===== src/rtl/rom_loader_wb_bridge.sv =====
// Wishbone-fed FIFO that streams 16-bit Hack words to the hack_soc ROM loader with a 4-phase load/ack handshake.
// Latency: wbs_ack_o one cycle after selection; first word reaches the loader one cycle after it becomes eligible.
// Backpressure: the bus is never stalled. A DATA write to a full FIFO is dropped and sets the sticky overflow flag.
//
// Ports:
//   clk, reset                  : single clock, synchronous active-high reset
//   wbs_*                       : Wishbone slave. Registers: 0 DATA(W), 1 CTRL(RW), 2 STATUS(R), 3 reserved
//   rom_loader_reset            : CTRL.loader_reset, held high out of reset
//   rom_loader_load/_data/_ack  : per-word request, word and acknowledge to/from hack_soc
//   rom_loader_load_received    : hack_soc status bit, reported in STATUS[5]
module rom_loader_wb_bridge #(
    parameter logic [31:0] BASE_ADDR      = 32'h3000_0000,
    parameter int          DEPTH          = 8,
    parameter int          TIMEOUT_CYCLES = 1023
) (
    input  logic        clk,
    input  logic        reset,
    input  logic        wbs_stb_i,
    input  logic        wbs_cyc_i,
    input  logic        wbs_we_i,
    input  logic [3:0]  wbs_sel_i,
    input  logic [31:0] wbs_adr_i,
    input  logic [31:0] wbs_dat_i,
    output logic        wbs_ack_o,
    output logic [31:0] wbs_dat_o,
    output logic        rom_loader_reset,
    output logic        rom_loader_load,
    output logic [15:0] rom_loader_data,
    input  logic        rom_loader_ack,
    input  logic        rom_loader_load_received
);

    localparam int AW = (DEPTH > 1) ? $clog2(DEPTH) : 1;
    localparam int LW = $clog2(DEPTH) + 1;
    localparam int CW = $clog2(TIMEOUT_CYCLES + 1);

    typedef enum logic [1:0] {
        S_IDLE = 2'd0,
        S_REQ  = 2'd1,
        S_REL  = 2'd2
    } state_e;

    // ---------------------------------------------------------------
    // Bus decode
    // ---------------------------------------------------------------
    logic        sel;
    logic        acc;
    logic [1:0]  off;
    logic        wr_data;
    logic        wr_ctrl;
    logic        clr_err;
    logic        flush;
    logic        ack_q;
    logic [31:0] dat_q;
    logic [31:0] rdata;

    logic unused_bits;
    assign unused_bits = ^{wbs_sel_i, wbs_adr_i[1:0], wbs_dat_i[31:16]};

    assign sel = wbs_stb_i & wbs_cyc_i & (wbs_adr_i[31:4] == BASE_ADDR[31:4]);
    // An access is accepted only when no ack went out in this cycle, so a
    // strobe held high produces one transaction per ack.
    assign acc     = sel & ~ack_q;
    assign off     = wbs_adr_i[3:2];
    assign wr_data = acc & wbs_we_i & (off == 2'd0);
    assign wr_ctrl = acc & wbs_we_i & (off == 2'd1);
    assign clr_err = wr_ctrl & wbs_dat_i[2];
    assign flush   = wr_ctrl & wbs_dat_i[3];

    // ---------------------------------------------------------------
    // Control / sticky status
    // ---------------------------------------------------------------
    logic lr_q, en_q, ovf_q, tmo_q;
    logic ovf_set, tmo_set;

    always_ff @(posedge clk) begin
        if (reset) begin
            lr_q  <= 1'b1;
            en_q  <= 1'b0;
            ovf_q <= 1'b0;
            tmo_q <= 1'b0;
        end else begin
            if (wr_ctrl) begin
                lr_q <= wbs_dat_i[0];
                en_q <= wbs_dat_i[1];
            end
            // A new event in the same cycle as clear_err leaves the flag set.
            ovf_q <= (ovf_q & ~clr_err) | ovf_set;
            tmo_q <= (tmo_q & ~clr_err) | tmo_set;
        end
    end

    // ---------------------------------------------------------------
    // FIFO
    // ---------------------------------------------------------------
    logic [15:0]   mem_q [DEPTH];
    logic [AW-1:0] wr_ptr_q, rd_ptr_q;
    logic [LW-1:0] level_q;
    logic          empty, full, push_ok, pop;
    logic [15:0]   data_q;

    assign empty   = (level_q == '0);
    assign full    = (level_q == LW'(DEPTH));
    // A pop in the same cycle frees the slot, so a full FIFO still accepts.
    assign push_ok = wr_data & (~full | pop);
    assign ovf_set = wr_data & ~push_ok;

    always_ff @(posedge clk) begin
        if (push_ok) begin
            mem_q[wr_ptr_q] <= wbs_dat_i[15:0];
        end
    end

    always_ff @(posedge clk) begin
        if (reset) begin
            wr_ptr_q <= '0;
            rd_ptr_q <= '0;
            level_q  <= '0;
        end else if (flush) begin
            wr_ptr_q <= '0;
            rd_ptr_q <= '0;
            level_q  <= '0;
        end else begin
            if (push_ok) wr_ptr_q <= wr_ptr_q + AW'(1);
            if (pop)     rd_ptr_q <= rd_ptr_q + AW'(1);
            level_q <= level_q + LW'(push_ok) - LW'(pop);
        end
    end

    // The popped word lives here for the whole handshake, so a flush
    // during a transfer does not disturb the word on the wire.
    always_ff @(posedge clk) begin
        if (reset) begin
            data_q <= '0;
        end else if (pop) begin
            data_q <= mem_q[rd_ptr_q];
        end
    end

    // ---------------------------------------------------------------
    // Handshake FSM
    // ---------------------------------------------------------------
    state_e        state_q, state_d;
    logic [CW-1:0] cnt_q;
    logic          abort, tmo_hit, start, busy, load;

    assign abort   = lr_q | ~en_q;
    assign tmo_hit = (cnt_q == CW'(TIMEOUT_CYCLES));
    assign start   = en_q & ~lr_q & ~empty & ~rom_loader_ack & ~tmo_q;

    always_ff @(posedge clk) begin
        if (reset) begin
            state_q <= S_IDLE;
        end else begin
            state_q <= state_d;
        end
    end

    always_comb begin
        state_d = state_q;
        case (state_q)
            S_IDLE: if (start) state_d = S_REQ;
            S_REQ: begin
                if (abort || tmo_hit)    state_d = S_IDLE;
                else if (rom_loader_ack) state_d = S_REL;
            end
            S_REL: begin
                if (abort || tmo_hit || !rom_loader_ack) state_d = S_IDLE;
            end
            default: state_d = S_IDLE;
        endcase
    end

    // load is built only from registered state, so it drops in the same
    // cycle an abort or timeout becomes visible.
    always_comb begin
        busy    = (state_q != S_IDLE);
        load    = (state_q == S_REQ) & ~abort & ~tmo_hit;
        pop     = (state_q == S_IDLE) & start;
        tmo_set = busy & ~abort & tmo_hit;
    end

    // Wait counter: zero on every state entry, counts in REQ and REL.
    always_ff @(posedge clk) begin
        if (reset) begin
            cnt_q <= '0;
        end else if ((state_d != state_q) || (state_q == S_IDLE)) begin
            cnt_q <= '0;
        end else begin
            cnt_q <= cnt_q + CW'(1);
        end
    end

    // ---------------------------------------------------------------
    // Read mux and bus response
    // ---------------------------------------------------------------
    always_comb begin
        rdata = '0;
        case (off)
            2'd1: rdata = {30'd0, en_q, lr_q};
            2'd2: rdata = {16'd0, 8'(level_q), 2'b00, rom_loader_load_received,
                           tmo_q, ovf_q, busy, full, empty};
            default: rdata = '0;
        endcase
    end

    always_ff @(posedge clk) begin
        if (reset) begin
            ack_q <= 1'b0;
            dat_q <= '0;
        end else begin
            ack_q <= acc;
            dat_q <= (acc && !wbs_we_i) ? rdata : 32'd0;
        end
    end

    assign wbs_ack_o        = ack_q;
    assign wbs_dat_o        = dat_q;
    assign rom_loader_reset = lr_q;
    assign rom_loader_load  = load;
    assign rom_loader_data  = data_q;

endmodule


===== config.mk =====
export PLATFORM = sky130hd
export DESIGN_NAME = rom_loader_wb_bridge
export DESIGN_NICKNAME = d
export VERILOG_FILES = /design/src/rtl/rom_loader_wb_bridge.sv
export SDC_FILE = /design/constraint.sdc
export NUM_CORES = 1
export LEC_CHECK = 0
export CAP_MARGIN = 40
export CORE_UTILIZATION = 57
export DETAILED_ROUTE_END_ITERATION = 12
export PLACE_DENSITY = 0.85
export SLEW_MARGIN = 20
export SYNTH_ARGS = -nofsm -noshare
export SYNTH_HDL_FRONTEND = slang
export SYNTH_SLANG_ARGS = --single-unit

===== constraint.sdc =====
create_clock -name clk -period 8.2 [get_ports clk]
set_input_delay 2.46 -clock clk [delete_from_list [all_inputs] [get_ports clk]]
set_output_delay 2.46 -clock clk [all_outputs]
set_load 0.01 [all_outputs]

==> flow_metrics.tcl <==
set metrics [dict create \
    cts.clk_slew.worst_paths_ns 0.06 \
    drc_errors 0 \
    peakVddDrop_mv 0.200 \
    relSlewSlack 0.554 \
    fp.coreArea_um2 12200 \
    vias 4021 \
    total_power_mw 1.85 \
    dr.pass1.iters 4 \
    multi_input_area_um2 2140 \
    syn_area_per_cell_um2 16.1 \
    cpMaxStageDelayCell "or4b_4" \
    max-cap-violations 0 \
    rows 40 \
    power_frac_comb 0.025 \
    drt-initial-drc-count 235 \
    layout_common_cells "128 x edfxtp_1, 81 x clkdlybuf4s50_1, 50 x dfxtp_1" \
    whs_ns 0.458 \
    h-tree-depth 4 \
    area_growth_pct 23.3 \
    grt_usage 0.228 \
    final.setup.tns_ns 0 \
    worst_skew_pair.late_latency_ns 0.43 \
    status "complete, no violations" \
    globalRoute.totalOverflow 0 \
    hold_buffers 0 \
    rsz0062_at_grt "false" \
    cts-resized-gates 0 \
    drt_wl_total_mm 13.6 \
    startpoint_type "primary input" \
    antenna_found_initial 0 \
    clkPwrFrac 0.446 \
    tritoncts "done" \
    swShare 0.196 \
    grt_pass1_vias 4139 \
    yosys_register_bits 181 \
    port_buffers 81 \
    fin_crit_sh 0.633 \
    hpwl_mm 8.87 \
    worst_hold_path_type "reg -> reg" \
    p_leak_nw 2.82 \
    p_switching_mw 0.361 \
    synth_area_leaders "edfxtp_1 53%, dfxtp_1 15%, mux4_2 10%, mux2i_1 2.6%, nor2_1 2.5%" \
    ys_warn_count 0 \
    fin_crit_ns 5.19 \
    final_common_cell "edfxtp_1" \
    ant_nets 0 \
    start_util 0.591 \
    gp_congestion 0.823 \
    io_pins 126 \
    synth.top_cell.area_share 0.534 \
    nFillCells 719 \
    seq_area_frac_synth 0.682 \
    end_kind "register" \
    seq_area_um2 4910 \
    die_w_um 114 \
    skew_ns 0.00854 \
    numClockSinks 181 \
    syn_inst 446 \
    yosysTopAreaCell "edfxtp_1" \
    drv_slew 0 \
    fin_nets 627 \
    drive_above_1_share 0.170 \
    place_ws_ns 2.57 \
    critPathKind "in -> reg" \
    vias_per_cell 5.58 \
    wire_per_inst_um 18.8 \
    power_density_nw_per_um2 208 \
    cp_top_family "simple AND/OR/NAND/NOR gates" \
    grt_pass1_wl_mm 21.6 \
    finalHoldViolations 0 \
    diodes 0 \
    tightest_slew_ns 0.670 \
    crit_chain "clkdlybuf4s50_1 > or4b_4 > o311a_4 > nor4b_4 > nand2_2 > nor2_2 > buf_6" \
    clock.fmax_mhz 193 \
    synth.distinct_cells 48 \
    cpPeakStageDelay_ns 0.58 \
    p_int_mw 1.48 \
    design.die.area_um2 13100 \
    setup_viol 0 \
    cts_buffers 17 \
    clock_path_buffers 2 \
    dieHeight_um 114 \
    cts_setup_buffers 0 \
    crit_required_ns 8.33 \
    cp.buffers_inverters 2 \
    synthesis.area_um2 7190 \
    power_frac_seq 0.529 \
    grt_max_degree 39 \
    timing.final.ws_setup_ns 3.01 \
    path_max_fanout 9 \
    crit_arrival_ns 5.32 \
    cts_root_buffer "clkbuf_16" \
]
==> final timing paths <==
path	startpoint	end	slack (ns)	cells after the start
worst max-delay path	rom_loader_ack	mem_q[5][10]	3.01	7
worst min register to register	level_q[2]	wbs_dat_o[10]	0.46	1
worst max register to register	rom_loader_reset	mem_q[5][10]	5.15	6
worst min-delay path	level_q[2]	wbs_dat_o[10]	0.46	1
==> cells by family after synthesis <==
group / after synthesis / synth area share
DFF: 181 / 0.682
and+or+nand+nor: 107 / 0.0788
muxes: 52 / 0.128
buffers and inverters: 47 / 0.0371
AOI/OAI and AO/OA: 33 / 0.0357
xor gates and xnor gates: 13 / 0.0158
adders and majority gates: 12 / 0.0219
other: 1 / 0.000521
==> Yosys cell counts (all sizes together) <==
library cell	count
edfxtp	128
dfxtp	53
nor2	48
mux4	32
buf	30
mux2i	19
a211oi	17
ha	11
and2	9
clkbuf	9
nand2	9
inv	8
nand3	8
nand2b	7
xnor2	7
nor4	6
xor2	6
a21oi	5
nor3	4
nand3b	3
a21o	2
a32oi	2
and3b	2
nand4	2
nor3b	2
nor4b	2
a211o	1
a21bo	1
a32o	1
and3	1
conb	1
fa	1
mux2	1
nor2b	1
nor4bb	1
o21a	1
o21ai	1
o2bb2ai	1
o311a	1
or2	1
or4b	1
==> registers in the layout, indices dropped and copies added, names as in the netlist <==
register / count
rom_loader_reset: 1
wr_ptr_q: 3
wbs_dat_o: 10
level_q: 4
rd_ptr_q: 3
ovf_q: 1
cnt_q: 10
rom_loader_data: 16
en_q: 1
tmo_q: 1
state_q: 2
mem_q: 128
wbs_ack_o: 1
==> power groups by stage <==
stage          sequential, mW  clock, mW  combinational (mW)
6_report                0.976      0.824              0.0458
5_1_grt                 0.976      0.869              0.0498
4_1_cts                 0.976      0.829              0.0454
3_5_place_dp            0.996          0              0.0452
3_3_place_gp            0.996          0              0.0434
2_1_floorplan           0.997          0              0.0177
==> stage by stage <==
step	instance area, um^2	utilization	cells
floorplan	7270	-	467
global placement	8130	0.668	680
detailed placement	8240	0.677	688
CTS	8840	0.727	720
global route	8870	0.729	721
finish	8870	0.729	721
==> routing by layer <==
layer,global-route usage,wire length (um),vias to the layer above
met5,0,0,-
met1,0.275,5460,1992
li1,-,-,1836
met3,0.0482,824,24
met4,0.0970,267,0
met2,0.398,7010,169
==> area by class of cell <==
class,instances,share of cell area
Inverter,8,0.00339
Clock inverter,13,0.0193
Clock buffer,19,0.0488
Timing Repair Buffer,93,0.109
Tap cell,168,0.0237
Sequential cell,181,0.554
Multi-Input combinational cell,239,0.242
Power figures use the tool's default switching activity.
